<file path="src/rtl/residual_binarizer_pkg.sv">
// Shared definitions for the residual binarizer: FSM encodings and the
// signed residual width helper also used by PopCount-side checkers.
package residual_binarizer_pkg;

  localparam logic [1:0] ST_IDLE = 2'd0;
  localparam logic [1:0] ST_RUN  = 2'd1;
  localparam logic [1:0] ST_DONE = 2'd2;

  // Width that holds |r| <= 2^(A-1) + L*(2^A-1) without overflow.
  function automatic int res_width(input int levels, input int act_w);
    return act_w + $clog2(levels + 1) + 1;
  endfunction

endpackage

</file>
<file path="src/rtl/residual_binarizer_lane.sv">
// One SIMD lane: residual register plus the sign/update step.
module residual_binarizer_lane
  import residual_binarizer_pkg::*;
#(
  parameter int ACT_WIDTH = 8,
  parameter int RES_WIDTH = res_width(2, 8)
) (
  input  logic                 clk,
  input  logic                 rst,
  input  logic                 load,
  input  logic                 step,
  input  logic [ACT_WIDTH-1:0] act_in,
  input  logic [ACT_WIDTH-1:0] gamma_sel,
  output logic                 bit_out,
  output logic [RES_WIDTH-1:0] res
);

  logic [RES_WIDTH-1:0] res_q;
  logic [RES_WIDTH-1:0] res_d;
  logic [RES_WIDTH-1:0] gamma_ext;
  logic [RES_WIDTH-1:0] act_ext;

  assign gamma_ext = {{(RES_WIDTH-ACT_WIDTH){1'b0}}, gamma_sel};
  assign act_ext   = {{(RES_WIDTH-ACT_WIDTH){act_in[ACT_WIDTH-1]}}, act_in};

  // Non-negative residual (including zero) encodes as +gamma.
  assign bit_out = ~res_q[RES_WIDTH-1];
  assign res     = res_q;

  // Next residual: load sign-extended activation, or step toward zero.
  always_comb begin
    res_d = res_q;
    if (load) begin
      res_d = act_ext;
    end else if (step) begin
      res_d = bit_out ? (res_q - gamma_ext) : (res_q + gamma_ext);
    end
  end

  // Residual register.
  always_ff @(posedge clk) begin
    if (rst) begin
      res_q <= '0;
    end else begin
      res_q <= res_d;
    end
  end

endmodule

</file>
<file path="src/rtl/residual_binarizer.sv">
// Residual binarization encoder: one level per clock, SIMD_WIDTH lanes in
// parallel, producing WEIGHT_LEVELS bit planes and the final residuals.
module residual_binarizer
  import residual_binarizer_pkg::*;
#(
  parameter int  WEIGHT_LEVELS = 2,
  parameter int  SIMD_WIDTH    = 4,
  parameter int  ACT_WIDTH     = 8,
  localparam int RW            = res_width(WEIGHT_LEVELS, ACT_WIDTH)
) (
  input  logic                              clk,
  input  logic                              rst,
  input  logic                              start,
  input  logic [ACT_WIDTH*SIMD_WIDTH-1:0]   act,
  input  logic [ACT_WIDTH*WEIGHT_LEVELS-1:0] gamma,
  output logic [WEIGHT_LEVELS*SIMD_WIDTH-1:0] out,
  output logic [RW*SIMD_WIDTH-1:0]          res_out,
  output logic                              busy,
  output logic                              done
);

  localparam int L  = WEIGHT_LEVELS;
  localparam int S  = SIMD_WIDTH;
  localparam int A  = ACT_WIDTH;
  localparam int LW = $clog2(L) + 1;

  logic [1:0]     state_q, state_d;
  logic [LW-1:0]  lvl_q, lvl_d;
  logic [A*L-1:0] gamma_q, gamma_d;
  logic [L*S-1:0] out_q, out_d;

  logic           load;
  logic           step;
  logic [A-1:0]   gamma_sel;
  logic [S-1:0]   lane_bit;

  assign load = (state_q == ST_IDLE) && start;
  assign step = (state_q == ST_RUN);

  // Select the captured scale for the level being processed this cycle.
  always_comb begin
    gamma_sel = '0;
    for (int l = 0; l < L; l++) begin
      if (lvl_q == LW'(l)) begin
        gamma_sel = gamma_q[l*A +: A];
      end
    end
  end

  // FSM, level counter, gamma capture and bit-plane update.
  always_comb begin
    state_d = state_q;
    lvl_d   = lvl_q;
    gamma_d = gamma_q;
    out_d   = out_q;
    case (state_q)
      ST_IDLE: begin
        if (start) begin
          state_d = ST_RUN;
          lvl_d   = '0;
          gamma_d = gamma;
          out_d   = '0;
        end
      end
      ST_RUN: begin
        // Only the current level's plane is written; other planes hold.
        for (int l = 0; l < L; l++) begin
          for (int s = 0; s < S; s++) begin
            if (lvl_q == LW'(l)) begin
              out_d[l*S+s] = lane_bit[s];
            end
          end
        end
        if (lvl_q == LW'(L-1)) begin
          state_d = ST_DONE;
        end else begin
          lvl_d = lvl_q + LW'(1);
        end
      end
      ST_DONE: begin
        state_d = ST_IDLE;
      end
      default: begin
        state_d = ST_IDLE;
      end
    endcase
  end

  // Control and plane registers; reset discards any run in progress.
  always_ff @(posedge clk) begin
    if (rst) begin
      state_q <= ST_IDLE;
      lvl_q   <= '0;
      gamma_q <= '0;
      out_q   <= '0;
    end else begin
      state_q <= state_d;
      lvl_q   <= lvl_d;
      gamma_q <= gamma_d;
      out_q   <= out_d;
    end
  end

  for (genvar gi = 0; gi < S; gi++) begin : g_lane
    residual_binarizer_lane #(
      .ACT_WIDTH (A),
      .RES_WIDTH (RW)
    ) u_lane (
      .clk       (clk),
      .rst       (rst),
      .load      (load),
      .step      (step),
      .act_in    (act[gi*A +: A]),
      .gamma_sel (gamma_sel),
      .bit_out   (lane_bit[gi]),
      .res       (res_out[gi*RW +: RW])
    );
  end

  assign out  = out_q;
  assign busy = (state_q != ST_IDLE);
  assign done = (state_q == ST_DONE);

endmodule

</file>
<file path="config.mk">
export PLATFORM = sky130hd
export DESIGN_NAME = residual_binarizer
export DESIGN_NICKNAME = d
export VERILOG_FILES = /design/src/rtl/residual_binarizer_pkg.sv /design/src/rtl/residual_binarizer_lane.sv /design/src/rtl/residual_binarizer.sv
export SDC_FILE = /design/constraint.sdc
export NUM_CORES = 1
export LEC_CHECK = 0
export CELL_PAD_IN_SITES_DETAIL_PLACEMENT = 1
export CELL_PAD_IN_SITES_GLOBAL_PLACEMENT = 1
export CORE_MARGIN = 2
export CORE_UTILIZATION = 43
export DETAILED_ROUTE_END_ITERATION = 12
export PLACE_DENSITY_LB_ADDON = 0.1
export SETUP_SLACK_MARGIN = 0.3
export SYNTH_ARGS = -nofsm -noshare
export SYNTH_HDL_FRONTEND = slang
export SYNTH_HIERARCHICAL = 1
export SYNTH_SLANG_ARGS = --single-unit
</file>
<file path="constraint.sdc">
create_clock -name clk -period 12.4 [get_ports clk]
set_clock_uncertainty 0.15 [all_clocks]
set_input_delay 2.48 -clock clk [delete_from_list [all_inputs] [get_ports clk]]
set_output_delay 2.48 -clock clk [all_outputs]
set_load 0.02 [all_outputs]
</file>
After elaboration in Yosys (flattened, before gate mapping)

Index checks and enable logic that the tools add are counted.

Word-level logic and storage cells: 70
Register bits after elaboration: 72
Output and inout bits: 54
Input bits: 51

Bitwise operators: 4
Equal/unequal tests: 7
Reduce and logical (&&, ||, !) cells: 11
Multiplexer cells: 30
$add $sub $neg: 9

Operator list:

| cell                                          | count |
|---|---|
| two-way mux 11 bit                            | 12 |
| adder 11 x 8 -> 11 bit                        | 4 |
| subtractor 11 x 8 -> 11 bit                   | 4 |
| two-way mux 8 bit                             | 3 |
| case mux 8 bit (2 select lines)               | 1 |
| AND reduction 3 bit                           | 3 |
| two-way mux 1 bit                             | 8 |
| two-way mux 2 bit                             | 4 |
| inequality test 2 bit, second input constant  | 4 |
| case mux 2 bit (2 select lines)               | 2 |
| nonzero test 2 bit                            | 3 |
| == test 2 x 1 -> 1 bit, second input constant | 2 |
| zero test 2 bit                               | 2 |
| inverter 1 bit                                | 4 |
| AND reduction 2 bit                           | 2 |
| adder 2 x 1 -> 2 bit, second input constant   | 1 |
| == test 2 bit, second input constant          | 1 |
| logical AND 1 bit                             | 1 |

Logic depth before layout (Yosys ltp)

Gate-level depths: netlist (run 1).

Depth in word-level cells: 7
Depth in mapped cells: 16
Gate-level depth less buffers: 15

Hierarchy

The synthesis (run 1) kept the hierarchy.

By module, submodules not included:

| module                                          | times used | area an instance (um^2) | seq. area each (um^2) | cells an instance |
|---|---|---|---|---|
| residual_binarizer_lane at g_lane[2].u_lane ... | 2          | 1142.3                  | 220.2                 | 138 |
| residual_binarizer                              | 1          | 1261.2                  | 560.5                 | 155 |
| residual_binarizer_lane at g_lane[1].u_lane     | 1          | 1151.1                  | 220.2                 | 138 |
| residual_binarizer_lane at g_lane[0].u_lane     | 1          | 1128.6                  | 220.2                 | 142 |

Least setup slack after synthesis (run 1)

Ideal clock, no wire load.

Kind: register -> register
Start: register lvl_q[0]
End: register g_lane[1].u_lane.res_q[9]
Cell stages (with the launch flop): 15
Required time: 12.134 ns
Path slack: 8.158 ns
Path buffers: 1
Setup time: 0.116 ns
Clock period less this slack: 4.242 ns
Data arrival time: 3.976 ns
Cell sequence: dfxtp_1 inv_1 ha_1 clkbuf_1 nand2_1 o21ai_0 nor2_1 a21oi_1 xor2_1 ha_1 a21o_1 a21o_1 a21oi_1 nand3_1 a31o_2

Cells in the longest elaborated chain, start to end: 7
Elaborated cells on any way between the ends: 9
Those cells by class: 2 x add/sub; 1 x eq/ne; 5 x mux; 1 x reduce/logical

RTL lines:

| element                                                               | RTL line                      | RTL |
|---|---|---|
| start, declared                                                       | residual_binarizer.sv:28      | `logic [LW-1:0] lvl_q, lvl_d;` |
| start signal, assigned                                                | residual_binarizer.sv:98      | `lvl_q <= lvl_d;` |
| zero test 2 bit                                                       | residual_binarizer.sv:44      | `if (lvl_q == LW'(l)) begin` |
| two-way mux 8 bit                                                     | residual_binarizer.sv:44      |  |
| two-way mux 8 bit *                                                   | residual_binarizer.sv:44      |  |
| net gamma_sel[5]                                                      | residual_binarizer.sv:34      | `logic [A-1:0] gamma_sel;` |
| subtractor 11 x 8 -> 11 bit or adder 11 x 8 -> 11 bit (tied branches) | residual_binarizer_lane.sv:36 | `res_d = bit_out ? (res_q - gamma_ext) : (res_q + gamma_ext);` |
| two-way mux 11 bit *                                                  | residual_binarizer_lane.sv:36 |  |
| two-way mux 11 bit *                                                  | residual_binarizer_lane.sv:35 | `end else if (step) begin` |
| two-way mux 11 bit *                                                  | residual_binarizer_lane.sv:33 | `if (load) begin` |
| end signal, assigned                                                  | residual_binarizer_lane.sv:45 | `res_q <= res_d;` |
| end, declared                                                         | residual_binarizer_lane.sv:18 | `logic [RES_WIDTH-1:0] res_q;` |

Mark *: on every way through the listed nets, which the timed path passes. The rest lies on a longest branch. The select of a mux whose other input is x is not followed.
A chain may end at the register's enable or synchronous reset.

Worst setup path in the final report (run 1)

Start: input start
End: register g_lane[2].u_lane.res_q[10]

Cells in the longest elaborated chain, start to end: 2
Elaborated cells on any way between the ends: 3
Those cells by class: 1 x mux; 2 x reduce/logical

RTL lines:

| element                                                  | RTL line                      | RTL |
|---|---|---|
| start, declared                                          | residual_binarizer.sv:13      | `input logic start,` |
| logical AND 1 bit *                                      | residual_binarizer.sv:37      | `assign load = (state_q == ST_IDLE) && start;` |
| two-way mux 11 bit or nonzero test 2 bit (tied branches) | --                            |  |
| end signal, assigned                                     | residual_binarizer_lane.sv:45 |  |
| end, declared                                            | residual_binarizer_lane.sv:18 |  |

Every way passes the cells marked *; elsewhere a longest branch is shown, timed or not.

==> impl_metrics.csv, run 1 <==
group,metric,value,unit
worst_setup_path,cp-end-kind,"register",
worst_setup_path,r2r_cells,16,
placed_design,numPortBuffers,104,
clock_network,cts-resized-gates,0,
power,power_density,156,nW/um^2
route,wl,17.2,mm
clock_network,clk_latency,0.34,ns
route,ant_nets,0,
worst_setup_path,endpoint,"g_lane[2].u_lane/res[10]$_SDFFE_PP0P_",
timing,holdWs,0.307,ns
timing,report.final.slew_viol_count,0,
worst_setup_path,r2r-end,"g_lane[1].u_lane/res[9]$_SDFFE_PP0P_",
route,drc,0,
layout,fin_util,54.7,%
route,dr.pass1.iters,4,
worst_setup_path,critPathMaxFanout,94,
clock_network,cts_tree,"done",
timing,hold_viol,0,
clock_network,hold_buffers,0,
clock_network,h-tree-depth,3,
layout,diodes,0,
clock_network,cts_sinks,72,
synthesis,synth_edf_count,0,
synthesis,syn-instance-count,711,
clock_network,ctsRootBufferMaster,"clkbuf_16",
worst_setup_path,critPathLaunchType,"input port",
worst_setup_path,worst-path-stages,8,
layout,final_cell_mix,"clkdlybuf4s50_1, a21oi_1, dfxtp_1",
timing,slew_headroom,29.1,%
worst_setup_path,path_buf_inv,2,
synthesis,synthArstFlopShare,0,%
timing,rsz0062_at_grt,"false",
layout,final_common_cell,"clkdlybuf4s50_1",
synthesis,ys_types,67,
clock_network,clk_pin_slew_worst_paths,0.06,ns
global_route,grt_pass1_wl,28.6,mm
synthesis,synthFlopType,"dfxtp_1",
power,power.switching,0.454,mW
layout,area_delta_synth_final,24.4,%
floorplan,dieArea,14500,um^2
route,via_per_inst,5.70,
timing,max_freq,0.185,GHz
worst_setup_path,worstSetupPathType,"in2reg",
layout,finalNetCount,911,
synthesis,synth_area,5830,um^2
timing,period_needed,5.42,ns
worst_setup_path,r2r_start,"lvl_q[1]$_SDFFE_PP0P_",
clock_network,numCtsBuffers,9,
synthesis,synth_area_per_cell,8.19,um^2
power,internal_power,0.679,mW
job,cap_violations,0,
layout,drive_above_1_share,10.3,%
floorplan,ioPinCount,105,
floorplan,start_util,44.0,%
floorplan,fp.dieW,120,um
timing,final.setup.tns,0,ns
worst_setup_path,crit_start,"start",
floorplan,num_rows,42,
min_path,worstHoldPathType,"reg2reg",
worst_setup_path,arrival,5.55,ns
timing,finalSetupViolations,0,
worst_setup_path,cp_cell_sequence,"clkdlybuf4s50_1 -> or3b_1 -> clkinv_4 -> nor2b_4 -> nand2b_2 -> or3_1 -> nor3_1 -> nand3b_1",
synthesis,ys_seq_area_share,24.7,%
placed_design,gp_congestion,0.842,
timing,tightest_slew,1.06,ns
worst_setup_path,cp_top_family,"simple AND/OR/NAND/NOR gates",
synthesis,ys_ff_latch,72,
outcome,outcome,"finished clean",
power,ir_worst_vdd,0.0787,mV
global_route,grt_overflow,0,
route,drtIter0Drc,275,
worst_setup_path,cp.required,12.53,ns
route,wl_per_cell,17.5,um
route,vias,5594,
floorplan,die_y,120,um
worst_setup_path,reg2reg_slack,8.43,ns
placed_design,hpwl,12.4,mm
synthesis,yosysWarnings,6,
global_route,grt_pass1_vias,5958,
clock_network,post-cts-setup-buffers,0,
floorplan,core-area,13200,um^2
global_route,antenna_found_initial,0,
power,p_leak,3.00,nW
worst_setup_path,crit_path_max_incr_delay,0.76,ns
power,power_switching_share,40.1,%
clock_network,ctsLongestPathBuffers,2,
synthesis,synth_fp_nets,821,
global_route,grt_usage,24.1,%
worst_setup_path,crit_slowest_cell,"clkinv_4",
timing,finalCritPeriodShare,43.7,%
power,p_clk_share,25.3,%
global_route,grt_max_degree,95,
power,combPwrFrac,49.0,%
power,pwr-share-seq,25.7,%
==> sequential cells by signal, summed over array words and instances (netlist names) <==
signal             count
lvl_q                  2
g_lane.u_lane/res     44
gamma_q               16
out                    8
state_q                2
==> cells in the mapped netlist (all sizes together), types with 3 or more instances <==
master / number / share of area, %
a221oi: 6 / 1.0
o2111ai: 3 / 0.45
a21oi: 105 / 9.6
o21ai: 21 / 1.8
nand3: 18 / 1.5
mux2: 5 / 0.97
a21boi: 6 / 0.77
and3: 7 / 0.88
a31oi: 7 / 1.0
xor2: 26 / 3.9
o21bai: 3 / 0.39
dfxtp: 72 / 25
mux2i: 10 / 1.7
nand2b: 5 / 0.67
a211oi: 11 / 1.4
nor3: 20 / 1.7
fa: 4 / 1.4
buf: 14 / 2.2
nor3b: 9 / 1.4
nor4: 12 / 2.2
a31o: 3 / 0.45
o21a: 6 / 0.77
nand2: 74 / 5.0
nand3b: 10 / 1.3
o31ai: 3 / 0.39
o211ai: 5 / 0.64
inv: 32 / 2.1
a311oi: 6 / 0.90
a2111oi: 3 / 0.77
ha: 55 / 12
o22ai: 9 / 0.97
xnor2: 16 / 2.4
nor2: 51 / 3.3
or3: 4 / 0.43
nor2b: 9 / 1.4
a211o: 7 / 1.1
clkbuf: 14 / 1.1
a21o: 24 / 3.1
a22o: 3 / 0.45
==> worst min-delay path: stages, from the launching register on <==
cell     delay, ns
dfxtp_1       0.31
nand2_1       0.05
a21oi_1       0.05
==> through the flow <==
stage               power, mW  setup slack [ns]  area, um^2  std cells
finish                   1.13              6.98        7250        982
global route             1.21              6.70        7250        982
CTS                      1.14              6.95        7250        982
detailed placement      0.846              6.62        6920        966
global placement        0.822              6.74        6920        966
floorplan               0.690              8.16        5830        711
==> worst min-delay path by stage <==
stage | start | endpoint | cells after the start | slack, ns
after floorplan | gamma_q[10]$_SDFFE_PP0P_ | gamma_q[10]$_SDFFE_PP0P_ | 2 | 0.29
after global placement | gamma_q[5]$_SDFFE_PP0P_ | gamma_q[5]$_SDFFE_PP0P_ | 2 | 0.30
after detailed placement | gamma_q[6]$_SDFFE_PP0P_ | gamma_q[6]$_SDFFE_PP0P_ | 2 | 0.30
after CTS | gamma_q[6]$_SDFFE_PP0P_ | gamma_q[6]$_SDFFE_PP0P_ | 2 | 0.31
after global routing | gamma_q[10]$_SDFFE_PP0P_ | gamma_q[10]$_SDFFE_PP0P_ | 2 | 0.34
final | gamma_q[6]$_SDFFE_PP0P_ | gamma_q[6]$_SDFFE_PP0P_ | 2 | 0.31
==> layout make-up <==
class / instances / area, um^2
timing repair buffer: 110 / 1080
inverter: 33 / 129
multi-input combinational: 575 / 4050
fill: 1629 / 6000
sequential: 72 / 1440
tap: 176 / 220
clock inverter: 6 / 92.6
clock buffer: 10 / 229
==> kinds of logic (layout without fill, tap and decap cells) <==
kind of cell	count (synthesis)	in the layout	synth area share, %
multiplexers	15	15	2.68
XOR/XNOR	42	42	6.31
AND/OR/NAND/NOR	228	228	21.1
AO/OA/AOI/OAI	231	231	26.0
buffers and inverters	64	159	5.97
flip-flops	72	72	24.7
adder cells (fa/ha/maj)	59	59	13.2
==> routing by layer <==
layer  routed length (um)  part of all wire (%)  track usage (%)
met1                 7490                    44             28.8
met2                 8780                    51             43.5
met3                  584                   3.4             4.86
met4                  309                   1.8             6.90
met5                    0                     0                0
==> power groups by stage <==
| stage | registers (mW) | logic, mW | clock network [mW] |
|---|---|---|---|
| 2_1_floorplan | 0.307 | 0.383 | 0 |
| 3_3_place_gp | 0.294 | 0.528 | 0 |
| 3_5_place_dp | 0.295 | 0.550 | 0 |
| 4_1_cts | 0.291 | 0.558 | 0.294 |
| 5_1_grt | 0.294 | 0.616 | 0.303 |
| 6_report | 0.291 | 0.555 | 0.287 |
(Power assumes the default switching activity.)
==> inputs of run 2 (changes only) <==
--- a/config.mk
+++ b/config.mk
@@ -8,7 +8,7 @@
 export CELL_PAD_IN_SITES_DETAIL_PLACEMENT = 1
 export CELL_PAD_IN_SITES_GLOBAL_PLACEMENT = 1
 export CORE_MARGIN = 2
-export CORE_UTILIZATION = 43
+export CORE_UTILIZATION = 36
 export DETAILED_ROUTE_END_ITERATION = 12
 export PLACE_DENSITY_LB_ADDON = 0.1
 export SETUP_SLACK_MARGIN = 0.3
==> constraint.sdc (replaced) <==
create_clock -name clk -period 4.6 [get_ports clk]
set_clock_uncertainty 0.15 [all_clocks]
set_input_delay 0.92 -clock clk [delete_from_list [all_inputs] [get_ports clk]]
set_output_delay 0.92 -clock clk [all_outputs]
set_load 0.02 [all_outputs]
==> run 2 against run 1 <==
Die area is 19% higher. Setup slack worse by 6.3 ns. Sequential power grew to 2.7 times the previous value. Worst hold slack better by 0.010 ns. Non-clock buffer count is 10 higher. Final cell count is 5.1% higher.
==> impl_metrics.csv, run 2 (synthesis gave the netlist of run 1 again) <==
group,metric,value,unit
layout,largest_register_ffs,44,
timing,final.setup.tns,0,ns
layout,drive_above_1_share,11.5,%
layout,diodes,0,
floorplan,ioPinCount,105,
global_route,antenna_found_initial,0,
worst_setup_path,crit_path_max_incr_delay,0.59,ns
route,via_per_inst,5.46,
outcome,outcome,"finished clean",
timing,slew_headroom,23.0,%
route,vias,5636,
job,cap_violations,0,
timing,hold_viol,0,
worst_setup_path,cp.required,4.69,ns
clock_network,post-cts-setup-buffers,0,
timing,max_freq,0.253,GHz
worst_setup_path,crit_slowest_cell,"ha_1",
timing,tightest_slew,1.15,ns
power,power_density,408,nW/um^2
timing,finalCritPeriodShare,85.9,%
worst_setup_path,arrival,4.04,ns
worst_setup_path,critPathLaunchType,"register",
placed_design,post-place-cells,1016,
layout,final_common_cell,"clkdlybuf4s50_1",
power,combPwrFrac,50.3,%
power,power.switching,1.26,mW
worst_setup_path,crit_top_cell,"ha_1",
power,ir_worst_vdd,0.193,mV
clock_network,cts_sinks,72,
clock_network,clk_latency,0.35,ns
placed_design,gp_congestion,0.918,
layout,area_delta_synth_final,25.9,%
clock_network,numCtsBuffers,9,
global_route,grt_pass1_vias,5853,
power,pwr-share-seq,26.2,%
timing,report.final.slew_viol_count,0,
worst_setup_path,critPathMaxFanout,18,
route,dr.pass1.iters,4,
layout,finalNonFillerCells,1032,
placed_design,numPortBuffers,104,
power,p_clk_share,23.5,%
worst_setup_path,cp_cell_sequence,"inv_1 -> ha_1 -> nand2_1 -> o21ai_1 -> buf_4 -> inv_1 -> ha_1 -> nor3b_2 -> a21oi_1 -> xor2_1 -> ha_1 -> a21o_1 -> a21o_1 -> a21oi_1 -> nand3_1 -> a31o_2",
min_path,worstHoldPathType,"reg2reg",
route,wl_per_cell,17.3,um
clock_network,ctsRootBufferMaster,"clkbuf_16",
worst_setup_path,cp_top_family,"compound AO/OA/AOI/OAI gates",
route,ant_nets,0,
floorplan,num_rows,46,
global_route,grt_max_degree,40,
placed_design,hpwl,13.2,mm
power,internal_power,1.73,mW
layout,final_cell_mix,"clkdlybuf4s50_1, a21oi_1, dfxtp_1",
global_route,grt_overflow,0,
power,finalPower,2.99,mW
clock_network,ctsLongestPathBuffers,2,
timing,rsz0062_at_grt,"false",
layout,finalNetCount,921,
route,wl,17.9,mm
power,p_leak,3.04,nW
worst_setup_path,worstSetupPathType,"reg2reg",
timing,finalSetupViolations,0,
floorplan,die_y,131,um
clock_network,hold_buffers,0,
clock_network,clk_pin_slew_worst_paths,0.07,ns
floorplan,start_util,36.8,%
worst_setup_path,path_buf_inv,3,
route,drtIter0Drc,249,
worst_setup_path,cp-end-kind,"register",
route,drc,0,
floorplan,fp.dieW,131,um
power,power_switching_share,42.1,%
clock_network,h-tree-depth,3,
global_route,grt_pass1_wl,29.9,mm
clock_network,cts-resized-gates,0,
floorplan,core-area,15800,um^2
global_route,grt_usage,21.1,%
timing,period_needed,3.95,ns
timing,holdWs,0.317,ns
floorplan,dieArea,17200,um^2
clock_network,cts_tree,"done",
-- run 2: changes by cell type in the layout (fill, tap and decap cells not counted) --
cell,previous run,this run
buf_4,6,16
clkbuf_1,1,0
inv_6,1,2
inv_8,0,1
clkinvlp_4,2,1
bufinv_16,2,0
clkinv_4,2,4
-- run 2: final timing paths --
check,slack (ns),start,depth (start not counted),end
worst max register to register,0.65,lvl_q[1]$_SDFFE_PP0P_,16,g_lane[1].u_lane/res[9]$_SDFFE_PP0P_
worst max-delay path,0.65,lvl_q[1]$_SDFFE_PP0P_,16,g_lane[1].u_lane/res[9]$_SDFFE_PP0P_
worst min-delay path,0.32,gamma_q[7]$_SDFFE_PP0P_,2,gamma_q[7]$_SDFFE_PP0P_
worst min register to register,0.32,gamma_q[7]$_SDFFE_PP0P_,2,gamma_q[7]$_SDFFE_PP0P_
-- run 2: layer usage --
metal / wire length [um] / track usage (%) / up-vias / share of wire, %
li1: - / - / 2777 / -
met1: 8190 / 26.6 / 2742 / 46
met2: 8920 / 37.3 / 100 / 50
met3: 573 / 3.01 / 17 / 3.2
met4: 214 / 6.16 / 0 / 1.2
met5: 0 / 0 / - / 0
-- run 2: layout make-up --
cell class                      count  area [um^2]
Fill cell                        1895         8490
Multi-Input combinational cell    575         4050
Sequential cell                    72         1440
Timing Repair Buffer              120         1160
Tap cell                          216          270
Clock buffer                        9          225
Inverter                           33          129
Clock inverter                      7         62.6
-- run 2: power by group through the flow --
stage / Clock, mW / Sequential (mW) / Combinational (mW)
after floorplan: 0 / 0.828 / 1.03
after global placement: 0 / 0.793 / 1.44
after detailed placement: 0 / 0.797 / 1.49
after CTS: 0.718 / 0.784 / 1.51
after global routing: 0.745 / 0.797 / 1.67
final: 0.703 / 0.783 / 1.51
-- run 2: per-stage QoR --
step                instance area, um^2  setup slack [ns]  utilization (%)
detailed placement                 7050             0.699             44.5
finish                             7340             0.648             46.4
global placement                   7050             0.854             44.5
global route                       7340             0.338             46.4
floorplan                          5830             0.358                -
CTS                                7340             0.672             46.4
-- run 2: worst register-to-register path: cells and delay by family, from the launching register on --
family / cells / cell delay [ns]
buf+inv: 3 / 0.47
xor+xnor: 1 / 0.18
fa+ha+maj: 3 / 1.12
flops: 1 / 0.32
compound gates: 6 / 1.21
simple gates: 3 / 0.41
==> variant: new RTL, flow settings as in run 2 <==
Change the parameter `SIMD_WIDTH` from 4 to 6.
--- a/src/rtl/residual_binarizer.sv
+++ b/src/rtl/residual_binarizer.sv
@@ -6,3 +6,3 @@
   parameter int  WEIGHT_LEVELS = 2,
-  parameter int  SIMD_WIDTH    = 4,
+  parameter int  SIMD_WIDTH    = 6,
   parameter int  ACT_WIDTH     = 8,
Ports: changed (resized act, out and res_out); port bits go from 105 to 147. No check against the original RTL was run, so the function may have changed too.
==> variant against run 2 <==
Routed wire length increased by 39%; worst setup slack improved by 0.068 ns; power increased by 36%; maximum frequency increased by 1.7%; highest routed layer unchanged; largest cell class unchanged; final area increased by 41%; sequential cell count increased by 26; largest power group unchanged; area after synthesis increased by 42%.
==> variant: results (changes against run 2) <==
P_leak 4.38 nW (+44%); xor/xnor share of the synthesized area 0.0634 (+0.000252); comb_multi_in 813 (+41%); I/O Buffers 146 (+40%); pre-CTS setup slack 0.550 ns (-0.150 ns); Psw 1.71 mW (+36%); max reg flops 66 (+50%); slowest CP cell o21ai_2; Clock-cell share 0.0295 (-0.00973); Fill cells 2,689 (+42%); r2r setup slk 0.72 ns (+0.07 ns); status complete, no violations; hold path endpoint gamma_q[5]; initial drt markers 310 (+24%); post-synth net total 1,153 (+40%); Placer Congestion 0.830 (-9.5%); Data buffer area share 0.158 (+0.000514); Non-clock buffers 168 (+40%); Post-Synth Adder-Cell Area 0.137 (+0.00488); DR WL met2 11,900 um (+33%); WP data arrival 3.99 ns (-0.05 ns); largest net degree at the start of global routing 65 (+63%); dpl cell area 10,000 um2 (+42%); final net count 1,289 (+40%); ranking of synthesized cells by area dfxtp_1, ha_1, a21oi_1; WL per Instance 17.4 um (+0.46%); post-synthesis cell type count 53 (-21%); WL met3 600 um (+4.7%); crit path time final 3.88 ns (-0.0677 ns); crit-path max FO 13 (-5); hold wc startpoint gamma_q[5]; number of global-route vias before repair 7,919 (+35%); GRT met2 Usage 0.362 (-0.0110); Commonest cells post-synth a21oi_1, dfxtp_1, ha_1, nand2_1, nor2_1; Worst setup endpoint g_lane[0].u_lane/res[9]; first-pass GRT wire length 40,700 um (+36%); clkbuf count 10 (+1); Multi-input gate area 5920 um2 (+46%); met1 WL 12,100 um (+48%); GR Layer Usage met3 0.0244 (-0.00565); Inverters, non-clock 45 (+36%); met1 GRT Util 0.280 (+0.0136); worst slew pin tran 0.975 ns (-0.179 ns); FF+latch count, synth 98 (+36%); CP peak stage delay 0.51 ns (-0.08 ns); post-synthesis compound-gate area fraction 0.253 (-0.00763); global-route total usage across every layer 0.208 (-0.00259)
## variant: metrics by stage
stage | instances | power (mW) | hold slack [ns] | util
final | 1425 | 4.07 | 0.313 | 0.457
after global routing | 1425 | 4.42 | 0.329 | 0.457
after CTS | 1425 | 4.12 | 0.312 | 0.457
after detailed placement | 1409 | 3.28 | 0.298 | 0.443
after global placement | 1409 | 3.25 | 0.299 | 0.443
after floorplan | 999 | 2.65 | 0.287 | -
## variant: repair_timing
item	4_1_cts	5_1_grt
buffers inserted	0	0
resized for setup	0	2
endpoints found under the setup margin	0	11
## variant: power groups by stage
stage	Combinational, mW	Clock (mW)	Sequential [mW]
3_5_place_dp	2.18	0	1.10
6_report	2.19	0.806	1.08
3_3_place_gp	2.15	0	1.10
4_1_cts	2.19	0.838	1.09
5_1_grt	2.44	0.873	1.10
2_1_floorplan	1.50	0	1.15
